===== src/rtl/conv2d_pkg.sv =====
// Shared definitions for the output BRAM drain: drain FSM states, default
// widths, and the requantise/saturate arithmetic used on every BRAM word.
package conv2d_pkg;

  localparam int unsigned DEF_RESULT_WIDTH = 48;
  localparam int unsigned DEF_PIXEL_WIDTH  = 16;
  localparam int unsigned DEF_ADDR_WIDTH   = 14;
  localparam int unsigned DEF_FRAC_SHIFT   = 8;
  localparam int unsigned LEAKY_SHIFT      = 3;

  // Wide enough for any RESULT_WIDTH up to 64 plus the rounding carry bit.
  localparam int unsigned CALC_W = 65;

  typedef logic signed [CALC_W-1:0] calc_t;

  typedef enum logic [1:0] {
    IDLE  = 2'd0,
    RUN   = 2'd1,
    FLUSH = 2'd2,
    DONE  = 2'd3
  } drain_state_e;

  // Round half up, arithmetic shift, optional 1/8 negative slope, then clamp
  // to the signed range of pix_w bits. Caller truncates the result to pix_w.
  function automatic calc_t requantise(input calc_t       acc,
                                       input int unsigned frac_shift,
                                       input int unsigned pix_w,
                                       input bit          leaky);
    calc_t r;
    calc_t max_v;
    calc_t min_v;
    r = (acc + (calc_t'(1) <<< (frac_shift - 1))) >>> frac_shift;
    if (leaky && (r < 0)) begin
      r = r >>> LEAKY_SHIFT;
    end
    max_v = (calc_t'(1) <<< (pix_w - 1)) - calc_t'(1);
    min_v = -(calc_t'(1) <<< (pix_w - 1));
    if (r > max_v) begin
      r = max_v;
    end else if (r < min_v) begin
      r = min_v;
    end
    return r;
  endfunction

endpackage


===== src/rtl/output_bram_drain_skid_fifo.sv =====
// Two-entry skid FIFO holding requantised pixels with their last flag.
// Head entry is presented combinationally; occupancy is exported so the
// reader can throttle BRAM reads.
module drain_skid_fifo #(
  parameter int unsigned WIDTH = 17
) (
  input  logic             clk,
  input  logic             rst_n,
  input  logic             i_push,
  input  logic [WIDTH-1:0] i_data,
  input  logic             i_pop,
  output logic [WIDTH-1:0] o_data,
  output logic             o_valid,
  output logic [1:0]       o_count
);

  logic [WIDTH-1:0] r_mem [2];
  logic             r_wr_ptr;
  logic             r_rd_ptr;
  logic [1:0]       r_count;

  // Storage, pointers and occupancy; push and pop may coincide.
  always_ff @(posedge clk or negedge rst_n) begin
    if (!rst_n) begin
      r_mem[0] <= '0;
      r_mem[1] <= '0;
      r_wr_ptr <= 1'b0;
      r_rd_ptr <= 1'b0;
      r_count  <= '0;
    end else begin
      if (i_push) begin
        r_mem[r_wr_ptr] <= i_data;
        r_wr_ptr        <= ~r_wr_ptr;
      end
      if (i_pop) begin
        r_rd_ptr <= ~r_rd_ptr;
      end
      r_count <= r_count + {1'b0, i_push} - {1'b0, i_pop};
    end
  end

  // Head of queue and status.
  always_comb begin
    o_data  = r_mem[r_rd_ptr];
    o_valid = (r_count != 2'd0);
    o_count = r_count;
  end

endmodule


===== src/rtl/output_bram_drain.sv =====
// Output BRAM drain: reads port B over 0..num_pixels-1, requantises each
// accumulator to a signed pixel and streams it out with tlast.
// Optional feature macro: DRAIN_LEAKY_RELU_EN (negative results scaled by 1/8).
module output_bram_drain
  import conv2d_pkg::*;
#(
  parameter int unsigned RESULT_WIDTH = DEF_RESULT_WIDTH,
  parameter int unsigned PIXEL_WIDTH  = DEF_PIXEL_WIDTH,
  parameter int unsigned ADDR_WIDTH   = DEF_ADDR_WIDTH,
  parameter int unsigned FRAC_SHIFT   = DEF_FRAC_SHIFT
) (
  input  logic                           clk,
  input  logic                           rst_n,
  input  logic                           start,
  input  logic [ADDR_WIDTH:0]            num_pixels,
  output logic                           busy,
  output logic                           done,
  output logic                           enb_output_BRAM,
  output logic [ADDR_WIDTH-1:0]          addrb_output_BRAM,
  input  logic signed [RESULT_WIDTH-1:0] BRAM_doutb,
  output logic signed [PIXEL_WIDTH-1:0]  m_tdata,
  output logic                           m_tvalid,
  input  logic                           m_tready,
  output logic                           m_tlast
);

`ifdef DRAIN_LEAKY_RELU_EN
  localparam bit LEAKY_EN = 1'b1;
`else
  localparam bit LEAKY_EN = 1'b0;
`endif

  localparam int unsigned FIFO_W = PIXEL_WIDTH + 1;

  typedef logic signed [PIXEL_WIDTH-1:0] pix_t;

  drain_state_e        r_state;
  drain_state_e        w_next;
  logic [ADDR_WIDTH:0] r_rd_cnt;
  logic [ADDR_WIDTH:0] r_num;
  logic                r_rd_pending;

  logic                w_start_ok;
  logic                w_reads_left;
  logic                w_issue;
  logic                w_pop;
  logic [1:0]          w_fifo_count;
  logic [2:0]          w_outstanding;
  logic                w_fifo_valid;
  logic [FIFO_W-1:0]   w_fifo_data;
  logic                w_last_push;
  pix_t                w_pix;

  // Read issue and stream handshake qualifiers.
  always_comb begin
    w_start_ok   = (r_state == IDLE) && start;
    w_reads_left = (r_rd_cnt != r_num);
    w_pop        = w_fifo_valid && m_tready;
    // Occupancy counts the entry leaving this cycle as already gone, so a
    // continuously ready consumer sustains one read (and one beat) per clock
    // while buffered plus in-flight words never exceed two after any edge.
    w_outstanding = 3'(w_fifo_count) - 3'(w_pop) + 3'(r_rd_pending);
    w_issue       = (r_state == RUN) && w_reads_left && (w_outstanding < 3'd2);
  end

  // Requantise the word returning from BRAM; its read was the most recent
  // issue, so it is the final pixel exactly when the read counter is spent.
  always_comb begin
    w_pix       = pix_t'(requantise(calc_t'(BRAM_doutb), FRAC_SHIFT, PIXEL_WIDTH, LEAKY_EN));
    w_last_push = (r_rd_cnt == r_num);
  end

  // Drain FSM state register.
  always_ff @(posedge clk or negedge rst_n) begin
    if (!rst_n) begin
      r_state <= IDLE;
    end else begin
      r_state <= w_next;
    end
  end

  // Drain FSM next-state logic.
  always_comb begin
    w_next = r_state;
    unique case (r_state)
      IDLE: begin
        if (start) begin
          w_next = (num_pixels == '0) ? DONE : RUN;
        end
      end
      RUN: begin
        if (!w_reads_left) begin
          w_next = FLUSH;
        end
      end
      FLUSH: begin
        if (w_pop && m_tlast) begin
          w_next = DONE;
        end
      end
      DONE: begin
        w_next = IDLE;
      end
      default: begin
        w_next = IDLE;
      end
    endcase
  end

  // Drain FSM status outputs.
  always_comb begin
    busy = (r_state == RUN) || (r_state == FLUSH);
    done = (r_state == DONE);
  end

  // Pixel count latch, read address counter and in-flight read flag.
  always_ff @(posedge clk or negedge rst_n) begin
    if (!rst_n) begin
      r_num        <= '0;
      r_rd_cnt     <= '0;
      r_rd_pending <= 1'b0;
    end else begin
      if (w_start_ok) begin
        r_num    <= num_pixels;
        r_rd_cnt <= '0;
      end else if (w_issue) begin
        r_rd_cnt <= r_rd_cnt + 1'b1;
      end
      r_rd_pending <= w_issue;
    end
  end

  drain_skid_fifo #(
    .WIDTH (FIFO_W)
  ) u_fifo (
    .clk     (clk),
    .rst_n   (rst_n),
    .i_push  (r_rd_pending),
    .i_data  ({w_last_push, w_pix}),
    .i_pop   (w_pop),
    .o_data  (w_fifo_data),
    .o_valid (w_fifo_valid),
    .o_count (w_fifo_count)
  );

  // BRAM port B and stream outputs.
  always_comb begin
    enb_output_BRAM   = w_issue;
    addrb_output_BRAM = r_rd_cnt[ADDR_WIDTH-1:0];
    m_tvalid          = w_fifo_valid;
    m_tdata           = w_fifo_data[PIXEL_WIDTH-1:0];
    m_tlast           = w_fifo_valid && w_fifo_data[PIXEL_WIDTH];
  end

endmodule

===== config.mk =====
export PLATFORM = sky130hd
export DESIGN_NAME = output_bram_drain
export DESIGN_NICKNAME = d
export VERILOG_FILES = /design/src/rtl/conv2d_pkg.sv /design/src/rtl/output_bram_drain_skid_fifo.sv /design/src/rtl/output_bram_drain.sv
export SDC_FILE = /design/constraint.sdc
export NUM_CORES = 1
export LEC_CHECK = 0
export ABC_AREA = 1
export CAP_MARGIN = 25
export CELL_PAD_IN_SITES_DETAIL_PLACEMENT = 2
export CELL_PAD_IN_SITES_GLOBAL_PLACEMENT = 2
export CORE_MARGIN = 2
export CORE_UTILIZATION = 29
export CTS_BUF_LIST = sky130_fd_sc_hd__clkbuf_16
export DETAILED_ROUTE_END_ITERATION = 10
export GPL_ROUTABILITY_DRIVEN = 0
export PLACE_DENSITY = 0.77
export SYNTH_ARGS = -nofsm -noshare
export SYNTH_HDL_FRONTEND = slang
export SYNTH_HIERARCHICAL = 1
export SYNTH_SLANG_ARGS = --single-unit
export TNS_END_PERCENT = 5

===== constraint.sdc =====
create_clock -name clk -period 2.8 [get_ports clk]
set_clock_uncertainty 0.1 [all_clocks]
set_input_delay 0.28 -clock clk [delete_from_list [all_inputs] [get_ports clk]]
set_output_delay 0.28 -clock clk [all_outputs]
set_load 0.02 [all_outputs]

==> metrics.txt <==
Synth Warn # 6; slowest CP cell fa_1; Synth Instances 808; DR pass1 iterations 4; CP Launch Type register; Root Driver clkbuf_16; actual slew at the worst max-slew pin 797 ps; Tcrit/Tclk final 0.957; Sink Count 71; Routed wire per std cell 17.1 microns; Avg Inst Size Synth 6.92 sq um; Post-Syn Area 5590 sq um; Finish-stage setup viols 0; crit-path cells inv_2, nand2_2, nand2_2, inv_2, ha_4, inv_2, nand2_2, fa_1, nand2_1, nor2_2, nand3_2, inv_2, buf_6; die width 143 microns; DRC 0; CP max FO 2; TritonCTS clock tree built; most common cell after layout, fill and taps aside nand2_1; internal power 3.20 mW; starting density of the core 0.297; DR vias/cell 4.71; number of top-level pins 102; buffers and inverters on the worst path 5; Post-Layout Cell Count 1228; clock transition at the registers of the reported paths 50 ps; fill cell count 2197; fin crit period 2680 ps; pwr dens 717 nW/um^2; Clock power frac 0.181; status finished, final reports clean; vias in the first global route 6337; Flop pwr share 0.310; area grow syn2layout 37.4%; Slew Viols, Final 0; Gate power share 0.509; full die area 20400 sq um; hold crit path type register to register; most frequent CP cell inv_2; H-tree depth 3; Overall Power 5.51 mW; CP Class register to primary output; Top delay family on crit path adder cells; commonest non-fill, non-tap cells in the layout 277 x nand2_1, 80 x clkdlybuf4s50_1, 77 x buf_4; Synth async-reset ratio 1.00; Clk Latency, worst-skew pair 330 ps; Crit path required time 2420 ps; sequential share of the synthesized area 0.318; Lkg Pwr 3.73 nW; number of I/O port buffers 94; CTS Buffer Depth 2; Peak supply drop 0.391 mV; Main synth FF type dfrtp_1; Crit. End Element primary output; Worst Path Arrival 2300 ps; Net Sw Frac 0.420; placed insts 1203; Core ar. 18800 sq um; gr usage total 0.206; largest net degree at the start of global routing 41; worst rel slew slack 0.468; DIE HEIGHT 143 microns; number of synthesized flops with an enable pin 0; antenna violations before repair 0; antenna cells 0; DR iter-0 viols 160; CTS Buf Count 9; Yosys reg bits 71; Post-Syn Nets 886; Yosys cell types 34; Hold Fails Final Rpt 0; via count 5785; max incr delay on CP 530 ps; nets 1042; Final ANT Viol Nets 0; max_cap viols 0; Site Rows 50; first-pass GRT wire length 32800 microns; Routed WL 21000 microns; Util after Layout 0.408; Max Clk Rate 373 MHz; total grt overflow 0; layout cell share with drive strength beyond 1 0.230; DP HPWL 15900 microns; P_sw 2.31 mW
## kinds of logic after synthesis
kind of cell	count (synthesis)	share of synthesized area
adder cells (fa/ha/maj)	11	0.0259
flip-flops	71	0.318
AND/OR/NAND/NOR	485	0.385
AO/OA/AOI/OAI	74	0.0939
buffers and inverters	121	0.105
XOR/XNOR	46	0.0720
## per-stage QoR
stage / hold WS (ps) / area [sq um] / TNS [ps] / worst slack, ps
floorplan: -116 / 5590 / 0 / 142
global placement: 312 / 7160 / -4200 / -170
detailed placement: 303 / 7160 / -7380 / -278
CTS: 384 / 7420 / 0 / 19.4
global route: 409 / 7680 / -609 / -63.2
finish: 383 / 7680 / 0 / 121
## synthesized netlist by cell type, types with 6 or more instances
library cell  instances  share of area
nand2_1             296           0.20
inv_1                87          0.058
nor2_1               87          0.058
dfrtp_1              71           0.32
o21ai_2              34          0.053
o21ai_0              29          0.026
xor2_1               25          0.039
nand3_1              22          0.020
xnor2_1              21          0.033
nand4_1              17          0.019
buf_4                14          0.019
nand2_2              14          0.016
nand3b_1             14          0.019
o31ai_1              11          0.015
ha_1                 10          0.022
nor2_2                7         0.0078
buf_6                 6          0.012
nor2_4                6          0.012
## path summary, 6_finish.rpt
check	from	end	slack, ps	cells past startpoint
min	u_fifo/r_mem[11]$_DFFE_PN0P_	u_fifo/r_mem[11]$_DFFE_PN0P_	380	2
max	u_fifo/o_count[1]$_DFF_PN0_	enb_output_BRAM	120	13
min in group asynchronous	rst_n	u_fifo/o_count[1]$_DFF_PN0_	480	2
min reg2reg	u_fifo/r_mem[11]$_DFFE_PN0P_	u_fifo/r_mem[11]$_DFFE_PN0P_	380	2
max reg2reg	u_fifo/o_count[1]$_DFF_PN0_	r_rd_cnt[3]$_DFFE_PN0P_	160	17
max in group asynchronous	rst_n	u_fifo/r_mem[24]$_DFFE_PN0P_	1430	3
## worst register-to-register path, cell delays in order (launching register included)
cell and delay, ps:
dfrtp_1 390, inv_2 70, nand2_2 60, nand2_2 80, inv_2 60, ha_4 230
inv_2 40, nand2_2 40, fa_1 530, nand2_1 60, nor2_2 120, nand3_2 100
buf_6 140, nand2_2 70, inv_1 80, buf_6 140, nand2_1 80, o31ai_1 90
## power by group through the flow
stage | clock, mW | combinational [mW] | sequential [mW]
2_1_floorplan | 0 | 1.60 | 1.64
3_3_place_gp | 0 | 2.53 | 1.68
3_5_place_dp | 0 | 2.64 | 1.71
4_1_cts | 1.03 | 2.70 | 1.71
5_1_grt | 1.07 | 3.11 | 1.76
6_report | 0.998 | 2.80 | 1.71
## cell type report
type                       count  area (sq um)  area share
clock inverter                 6          28.8     0.00375
timing repair buffer         175          1600       0.208
sequential                    71          1780       0.231
inverter                      89           334      0.0435
clock buffer                   9           225      0.0293
tap                          260           325      0.0423
multi-input combinational    618          3400       0.442
## sequential cells by signal, summed over array words and instances (netlist names)
name / flops
r_state: 2
u_fifo/r_mem: 34
r_rd_cnt: 15
u_fifo/o_count: 2
u_fifo/r_wr_ptr: 1
r_num: 15
r_rd_pending: 1
u_fifo/r_rd_ptr: 1
## timing repair
| action | in CTS | in global routing |
|---|---|---|
| setup buffers | 0 | 7 |
| resized for setup | 5 | 74 |
| setup endpoints to repair | 2 | 43 |
| hold buffers | 1 | 0 |
| gates cloned | 0 | 2 |
| endpoints found under the hold margin | 31 | 0 |
| pin swaps | 0 | 17 |
## metal layers
layer,GRT usage,up-vias,wire [microns]
li1,-,2821,-
met2,0.384,96,11200
met3,0.0252,20,440
met4,0.0490,0,379
met5,0,-,0
met1,0.252,2848,9050
Note: power is estimated with default switching activity, not from simulation.
